### config.mk
export PLATFORM = sky130hd
export DESIGN_NAME = regwrite_arbiter
export DESIGN_NICKNAME = d
export VERILOG_FILES = /design/src/rtl/regwrite_arbiter.sv
export SDC_FILE = /design/constraint.sdc
export NUM_CORES = 1
export LEC_CHECK = 0
export ABC_AREA = 1
export ABC_CLOCK_PERIOD_IN_PS = 3900
export BUFFER_PORTS_ARGS = -buffer_cell sky130_fd_sc_hd__buf_2
export CAP_MARGIN = 20
export CORE_MARGIN = 4
export CORE_UTILIZATION = 30
export CTS_CLUSTER_DIAMETER = 60
export DETAILED_ROUTE_END_ITERATION = 12
export SETUP_SLACK_MARGIN = 0.4
export SLEW_MARGIN = 0
export SYNTH_ARGS = -nofsm -noshare
export SYNTH_HDL_FRONTEND = slang
export SYNTH_SLANG_ARGS = --single-unit
export TNS_END_PERCENT = 20
### constraint.sdc
create_clock -name clk -period 3.9 [get_ports clk]
set_input_delay 0.585 -clock clk [delete_from_list [all_inputs] [get_ports clk]]
set_output_delay 0.585 -clock clk [all_outputs]
set_load 0.1 [all_outputs]
### src/rtl/regwrite_arbiter.sv
// Arbitrates the register-file write port between the WB stage (fixed priority)
// and a small FIFO of MDU results, and tracks outstanding MDU destinations.
module regwrite_arbiter #(
  parameter int DEPTH = 2
) (
  input  logic        clk,
  input  logic        rst_n,
  input  logic        wb_we,
  input  logic [4:0]  wb_reg,
  input  logic [31:0] wb_data,
  input  logic        mdu_valid,
  input  logic [4:0]  mdu_reg,
  input  logic [31:0] mdu_data,
  output logic        mdu_ready,
  input  logic        issue_valid,
  input  logic [4:0]  issue_reg,
  output logic        RegWrite,
  output logic [4:0]  WriteReg,
  output logic [31:0] WriteData,
  output logic        grant_src,
  output logic [31:0] pending,
  output logic        hazard_err
);

  localparam int PW = (DEPTH > 1) ? $clog2(DEPTH) : 1;
  localparam int CW = $clog2(DEPTH + 1);

  logic [4:0]    fifo_reg  [DEPTH];
  logic [31:0]   fifo_data [DEPTH];
  logic [PW-1:0] wr_ptr, rd_ptr;
  logic [CW-1:0] count;
  logic [31:0]   pending_q, pending_nxt, set_vec, clr_vec;
  logic          hazard_q, hazard_nxt;
  logic          wb_act, nonempty, ready_int, push, pop;
  logic [4:0]    head_reg;
  logic [31:0]   head_data;

  function automatic logic [PW-1:0] next_ptr(input logic [PW-1:0] p);
    if (p == PW'(DEPTH - 1)) return '0;
    return p + PW'(1);
  endfunction

  assign wb_act    = wb_we && (wb_reg != 5'd0);
  assign nonempty  = (count != '0);
  assign ready_int = (count < CW'(DEPTH));
  assign push      = mdu_valid && ready_int;
  assign pop       = !wb_act && nonempty;
  assign head_reg  = fifo_reg[rd_ptr];
  assign head_data = fifo_data[rd_ptr];

  always_ff @(posedge clk) begin
    if (push) begin
      fifo_reg[wr_ptr]  <= mdu_reg;
      fifo_data[wr_ptr] <= mdu_data;
    end
  end

  always_ff @(posedge clk or negedge rst_n) begin
    if (!rst_n) begin
      wr_ptr <= '0;
      rd_ptr <= '0;
      count  <= '0;
    end else begin
      if (push) wr_ptr <= next_ptr(wr_ptr);
      if (pop)  rd_ptr <= next_ptr(rd_ptr);
      if (push && !pop)      count <= count + CW'(1);
      else if (!push && pop) count <= count - CW'(1);
    end
  end

  // Set is applied after clear so a same-cycle re-issue keeps the bit.
  always_comb begin
    set_vec = '0;
    clr_vec = '0;
    if (issue_valid && (issue_reg != 5'd0)) set_vec[issue_reg] = 1'b1;
    if (pop && (head_reg != 5'd0))          clr_vec[head_reg]  = 1'b1;
    pending_nxt    = (pending_q & ~clr_vec) | set_vec;
    pending_nxt[0] = 1'b0;
    hazard_nxt = hazard_q
               | (issue_valid && (issue_reg != 5'd0) && pending_q[issue_reg] && !clr_vec[issue_reg])
               | (wb_act && pending_q[wb_reg])
               | (mdu_valid && !pending_q[mdu_reg]);
  end

  always_ff @(posedge clk or negedge rst_n) begin
    if (!rst_n) begin
      pending_q <= '0;
      hazard_q  <= 1'b0;
    end else begin
      pending_q <= pending_nxt;
      hazard_q  <= hazard_nxt;
    end
  end

  // Outputs are gated by rst_n so they drop immediately on reset assertion.
  always_comb begin
    RegWrite  = 1'b0;
    WriteReg  = 5'd0;
    WriteData = 32'd0;
    grant_src = 1'b0;
    if (rst_n) begin
      if (wb_act) begin
        RegWrite  = 1'b1;
        WriteReg  = wb_reg;
        WriteData = wb_data;
      end else if (nonempty) begin
        RegWrite  = (head_reg != 5'd0);
        WriteReg  = head_reg;
        WriteData = head_data;
        grant_src = 1'b1;
      end
    end
  end

  assign mdu_ready  = rst_n && ready_int;
  assign pending    = rst_n ? pending_q : 32'd0;
  assign hazard_err = rst_n && hazard_q;

endmodule

==> summary.txt, run 1 <==
Run status
  • Outcome: finished clean

Route
  • Post-Route WL: about 20000 um
  • Final ANT Viol Nets: 0
  • Initial drt markers: just over 500
  • Vias: 5823
  • DR pass1 iterations: 5
  • DR vias/cell: just over 5
  • DR DRC count: 0
  • Wirelength per Cell: approximately 17 um

Critical path
  • Data arrival, critical path: about 2700 ps
  • Reg-to-reg slack, setup: about 1500 ps
  • Startpoint type of the worst setup path: input port
  • CP startpoint: wb_reg[0]
  • Setup Crit Path Kind: in -> out
  • Critical path capture point: WriteData[14]
  • Reg2Reg Depth: 11
  • Worst r2r dst: hazard_q
  • CP endpoint kind: primary output
  • CP max FO: 22
  • Req. time, crit path: 3310 ps
  • R2R Path Start: rd_ptr

Placed design
  • Placed wire-length estimate: 14640 um
  • Routability cong.: between 0.9 and 1
  • Dpl ws: 642.0 ps
  • Buffers added on ports: between 150 and 200

Finish
  • Final net count: roughly 960
  • Max reg flops: 64
  • Fillers: about 2100
  • Multi-input gate area: about 0.0029 mm2
  • Register area: between 0.003 and 0.004 mm2
  • Synth-to-layout area growth: 27.53%
  • Share of layout cells above drive strength 1: ~28%

Synth
  • Synth Warn #: 0
  • Mapped Nets: 818
  • Yosys cell types: 39
  • #FFs+latches synth: 110
  • Part of the Yosys area used for sequential elements: 49.98%
  • Cells after Synth: around 730
  • Avg Cell Area, Syn: 8.525 um2
  • Cell Area, Synth: between 0.006 and 0.007 mm2

Clock tree
  • Clock slew at reported path FFs: ~80 ps
  • CTS Hold Bufs: 0
  • Skew-Pair Late Insertion Delay: roughly 360 ps
  • Clk buf depth: 2
  • Post_cts resized: 0
  • CTS H-tree lvls: 3
  • CTS tree: yes
  • CTS Buf Count: 9
  • Root Buffer: clkbuf_16
  • Clock tree sinks: 110
  • Post-CTS setup buffers: 0

Flow run
  • Max cap viols: 0

Global route
  • Vias in the first global route: approximately 5500
  • Largest net degree at the start of global routing: 45
  • GRT Total Usage: between 10% and 20%
  • Antenna violations before repair: 3
  • First-pass GRT wire length: approximately 31000 um
  • Gr ovfl total: 0

STA
  • Final hold vios: 0
  • Final Cycle Share: a little over four fifths
  • Final setup viols: 0
  • Worst Tran Pin Value: 718.9 ps
  • Post-route setup slack: a little over 600 ps
  • Clock Skew: ~11 ps
  • Fmax: between 300 and 400 MHz
  • Total negative slack: 0 ps
  • RSZ-0062 raised after global routing: false
  • Slew Limit Fails: 0
  • Final min period: between 3000 and 4000 ps
  • Slew margin rel.: around 52%

Die
  • Cell Rows: 52
  • Die area: approximately 0.023 mm2
  • Core region area: slightly above 0.02 mm2
  • I/O Pins: around 160
  • Chip height: 152.3 um
  • Die width: around 150 um
  • Initial Util: 30.68%

Min path
  • Hold Crit Class: in -> async

Power
  • Max VDD drop: about 0.36 mV
  • Power Density: roughly 740 mW/mm2
  • Leakage: around 0.0036 uW
-- critical path: stages --
cell and delay [ps]:
buf_2 320, nor2_1 70, nand3_1 160, nand2_4 120, nand2_4 170, nor2_4 50, inv_2 540, buf_12 300
o21ai_4 60, buf_2 290
-- cells in the mapped netlist --
library cell  number  share of area [%]
a21oi_1           21                1.7
a31oi_1            1               0.10
a32o_1             3               0.48
buf_1              2               0.12
buf_2              6               0.48
buf_4              4               0.48
clkbuf_1          20                1.2
conb_1             1              0.060
dfrtp_1           36                 14
edfxtp_1          74                 36
ha_1               1               0.20
inv_1             93                5.6
inv_2              6               0.36
mux2i_1           32                5.1
nand2_1          128                7.7
nand2_2            5               0.50
nand2_4            3               0.54
nand3_1           67                5.4
nand3_2            1               0.16
nand3b_1           1               0.12
nand4_1            8               0.80
nand4_2            1               0.20
nor2_1            46                2.8
nor2_2             3               0.30
nor2_4             5               0.90
nor3_1             6               0.48
nor3_4             1               0.26
o211ai_1           6               0.72
o21ai_0          123                9.9
o21ai_1            7               0.56
o21ai_4            1               0.26
o21bai_1           1               0.12
o221ai_1           2               0.28
o22ai_1            4               0.40
o31ai_1            3               0.36
o32ai_1            6               0.84
or2_2              1               0.10
xnor2_1            1               0.14
xor2_1             3               0.42
-- stage by stage --
stage	cell area [um2]	utilization [%]	cells	total power (uW)	hold WS, ps
finish	7969	39.13	1156	5860	91.32
global route	7969	39.13	1156	6177	101.7
CTS	7961	39.09	1153	5883	85.48
detailed placement	7647	37.55	1137	4922	474.4
global placement	7647	37.55	1137	4911	470.6
floorplan	6563	-	733	4256	289.4
-- cells in the final DEF, fill, tap and decap left out, types with 7 or more instances in the layout --
master,synthesis,final
nand4_1,8,8
o21ai_4,1,21
edfxtp_1,74,74
o21ai_0,123,91
a21oi_1,21,21
o21ai_2,0,12
nor2_1,46,43
buf_4,4,11
inv_1,93,93
dfrtp_1,36,35
nor2_4,5,8
nand3_1,67,67
mux2i_1,32,32
o21ai_1,7,7
clkbuf_16,0,9
nand2_1,128,128
buf_2,6,154
-- worst min-delay path by stage --
stage | slack, ps | startpoint | end
2_1_floorplan | 290 | rst_n | count[0]
3_3_place_gp | 470 | rst_n | pending_q[24]
3_5_place_dp | 470 | rst_n | pending_q[24]
4_1_cts | 90 | rst_n | pending_q[22]
5_1_grt | 100 | rst_n | pending_q[21]
6_report | 90 | rst_n | pending_q[21]
-- where the power goes --
group	leakage (uW)	total, uW	switching, uW	internal, uW
clock	0.000153	958	490	468
sequential	0.00110	1900	309	1590
combinational	0.00237	3000	2350	649
-- cell families (layout without fill, tap and decap cells) --
family / count (synthesis) / after routing / synth area share [%]
and+or+nand+nor: 276 / 276 / 20.18
AOI/OAI and AO/OA: 178 / 178 / 15.66
buffers and inverters: 131 / 281 / 8.230
DFF: 110 / 110 / 49.98
muxes: 32 / 32 / 5.126
xor gates and xnor gates: 4 / 4 / 0.5608
adders and majority gates: 1 / 1 / 0.2002
other: 1 / 4 / 0.06001
-- area by class of cell --
| class | count | area share (%) |
|---|---|---|
| inverters | 99 | 4.663 |
| clock inverters | 7 | 1.115 |
| repair buffers | 166 | 10.96 |
| flip-flops and latches | 110 | 39.21 |
| multi-input cells | 492 | 36.90 |
| clock buffers | 9 | 2.826 |
| well taps | 270 | 4.239 |
| diodes | 3 | 0.09421 |
-- metal layers --
metal / share of wire (%) / up-vias / global-route usage, %
met3: 8.3 / 40 / 3.749
met1: 42 / 2721 / 22.02
li1: - / 2804 / -
met4: 2.9 / 0 / 6.592
met2: 47 / 258 / 26.95
met5: 0 / - / 0
Note: power is estimated with default switching activity, not from simulation.
==> run 2: changes to the inputs <==
--- a/config.mk
+++ b/config.mk
@@ -6,7 +6,7 @@
 export NUM_CORES = 1
 export LEC_CHECK = 0
 export ABC_AREA = 1
-export ABC_CLOCK_PERIOD_IN_PS = 3900
+export ABC_CLOCK_PERIOD_IN_PS = 3350
 export BUFFER_PORTS_ARGS = -buffer_cell sky130_fd_sc_hd__buf_2
 export CAP_MARGIN = 20
 export CORE_MARGIN = 4
==> constraint.sdc (replaced) <==
create_clock -name clk -period 3.35 [get_ports clk]
set_input_delay 0.5025 -clock clk [delete_from_list [all_inputs] [get_ports clk]]
set_output_delay 0.5025 -clock clk [all_outputs]
set_load 0.1 [all_outputs]
==> run 2 against run 1 <==
Die area did not move. Critical path type is now reg -> out. Count of clock-buffer cells in the layout is the same. Combinational power increased by 30%.
==> summary.txt, run 2 (synthesis gave the netlist of run 1 again) <==
Clock tree
  • Post-CTS setup buffers: 0
  • CTS Hold Bufs: 0
  • Post_cts resized: 1
  • CTS tree: yes
  • Skew-Pair Late Insertion Delay: between 300 and 400 ps
  • CTS H-tree lvls: 3
  • CTS Buf Count: 9
  • Clock tree sinks: 110
  • Root Buffer: clkbuf_16
  • Clk buf depth: 2
  • Clock slew at reported path FFs: ~80 ps

Finish
  • Fillers: approximately 2000
  • Final net count: 962
  • Final non-filler cell total: between 1000 and 1500
  • Synth-to-layout area growth: 38.63%
  • Most common cell after layout, fill and taps aside: nand2_1
  • Share of layout cells above drive strength 1: between 20% and 30%
  • Register area: between 0.003 and 0.004 mm2
  • Most frequent cells in the layout: nand2_1, buf_2, inv_1, o21ai_0, edfxtp_1
  • Max reg flops: 64
  • Ant diodes: 0
  • Multi-input gate area: roughly 0.0031 mm2

Power
  • Leakage: between 0.003 and 0.004 uW
  • Power Density: roughly 830 mW/mm2
  • Max VDD drop: approximately 0.34 mV

Critical path
  • R2R Path Start: rd_ptr
  • Worst r2r dst: hazard_q
  • Critical Path Max Stage Delay: a little over 400 ps
  • CP endpoint kind: primary output
  • Data arrival, critical path: 2280 ps
  • CP max FO: 37
  • Crit. path cell count: 7
  • Setup Crit Path Kind: reg -> out
  • Slowest stage cell on the critical path: dfrtp_1
  • Crit path cell chain: nor2_1 -> inv_1 -> nand2_8 -> nor2_4 -> inv_8 -> o32ai_4 -> buf_12
  • Worst Path Buf+Inv: 3
  • Reg-to-reg slack, setup: 890 ps
  • CP top delay family: buffers and inverters
  • Req. time, crit path: about 2900 ps
  • Startpoint type of the worst setup path: flop
  • Reg2Reg Depth: 12

STA
  • Final setup viols: 0
  • Total negative slack: 0 ps
  • Clock Skew: ~9.1 ps
  • Fmax: ~360 MHz
  • Final min period: between 2000 and 3000 ps
  • Worst Tran Pin Value: about 630 ps
  • Final hold vios: 0
  • Slew Limit Fails: 0
  • Final Cycle Share: between 80 and 90%
  • RSZ-0062 raised after global routing: false
  • Slew margin rel.: a little under three fifths

Route
  • DR vias/cell: approximately 5.1
  • DR DRC count: 0
  • Final ANT Viol Nets: 0
  • Wirelength per Cell: 17.90 um
  • Initial drt markers: about 550
  • Vias: 5930
  • DR pass1 iterations: 5
  • Post-Route WL: around 21000 um

Placed design
  • Routability cong.: approximately 0.95
  • Buffers added on ports: roughly 160
  • Placed wire-length estimate: about 15000 um
  • Placed insts: roughly 1100

Global route
  • Gr ovfl total: 0
  • Vias in the first global route: between 5000 and 6000
  • First-pass GRT wire length: 32470 um
  • Largest net degree at the start of global routing: ~100
  • GRT Total Usage: 17.43%
  • Antenna violations before repair: 1

Die
  • Core region area: about 0.02 mm2
  • Cell Rows: 52
  • Initial Util: between 30% and 40%
  • Die width: about 150 um
  • Chip height: 152.3 um
  • Die area: approximately 0.023 mm2
  • I/O Pins: around 160

Min path
  • Hold Crit Class: in -> async

Flow run
  • Max cap viols: 0

Run status
  • Outcome: finished clean
==> run 2: cell types whose count changed in the layout (fill, tap and decap cells not counted), moves of 3 or more <==
cell     change
o32ai_2      -4
buf_2       -38
o21ai_2     -12
diode_2      -3
o32ai_4      +4
o21ai_4     +12
buf_12      +37
==> run 2: through the flow <==
stage	hold WS [ps]	utilization, %	area [um2]	total power, uW	worst slack, ps
after global routing	221.8	42.54	8662	7532	442.0
final	192.6	42.54	8662	7174	566.0
after detailed placement	494.4	41.12	8373	6140	628.0
after floorplan	206.9	-	6793	5067	329.4
after global placement	483.1	41.12	8373	6112	646.7
after CTS	205.9	42.52	8660	7199	436.2
==> run 2: how the worst max path moves through the flow <==
stage	startpoint	slack, ps	end
6_report	count[0]	570	WriteReg[0]
5_1_grt	rd_ptr	440	RegWrite
4_1_cts	rd_ptr	440	RegWrite
3_5_place_dp	wb_reg[0]	630	WriteReg[0]
3_3_place_gp	wb_reg[0]	650	WriteReg[1]
2_1_floorplan	wb_reg[3]	330	WriteData[0]
==> run 2: area by class of cell <==
class                      instances  share of cell area (%)
sequential                       110                   36.07
tap                              270                   3.900
timing repair buffer             165                   16.48
inverter                          99                   4.420
clock inverter                     7                  0.6645
clock buffer                       9                   2.600
multi-input combinational        492                   35.87
==> run 2: routing by layer <==
layer	global-route usage (%)	vias up	part of all wire, %
li1	-	2797	-
met1	24.46	2735	43
met2	25.64	357	43
met3	5.936	39	12
met4	4.966	2	1.9
met5	0	-	0.034
==> run 2: power by group <==
part / internal, uW / switching [uW] / leakage [uW]
logic: 1040 / 2870 / 0.00252
clock network: 516 / 529 / 0.000135
registers: 1860 / 359 / 0.00110
total: 3410 / 3760 / 0.00376
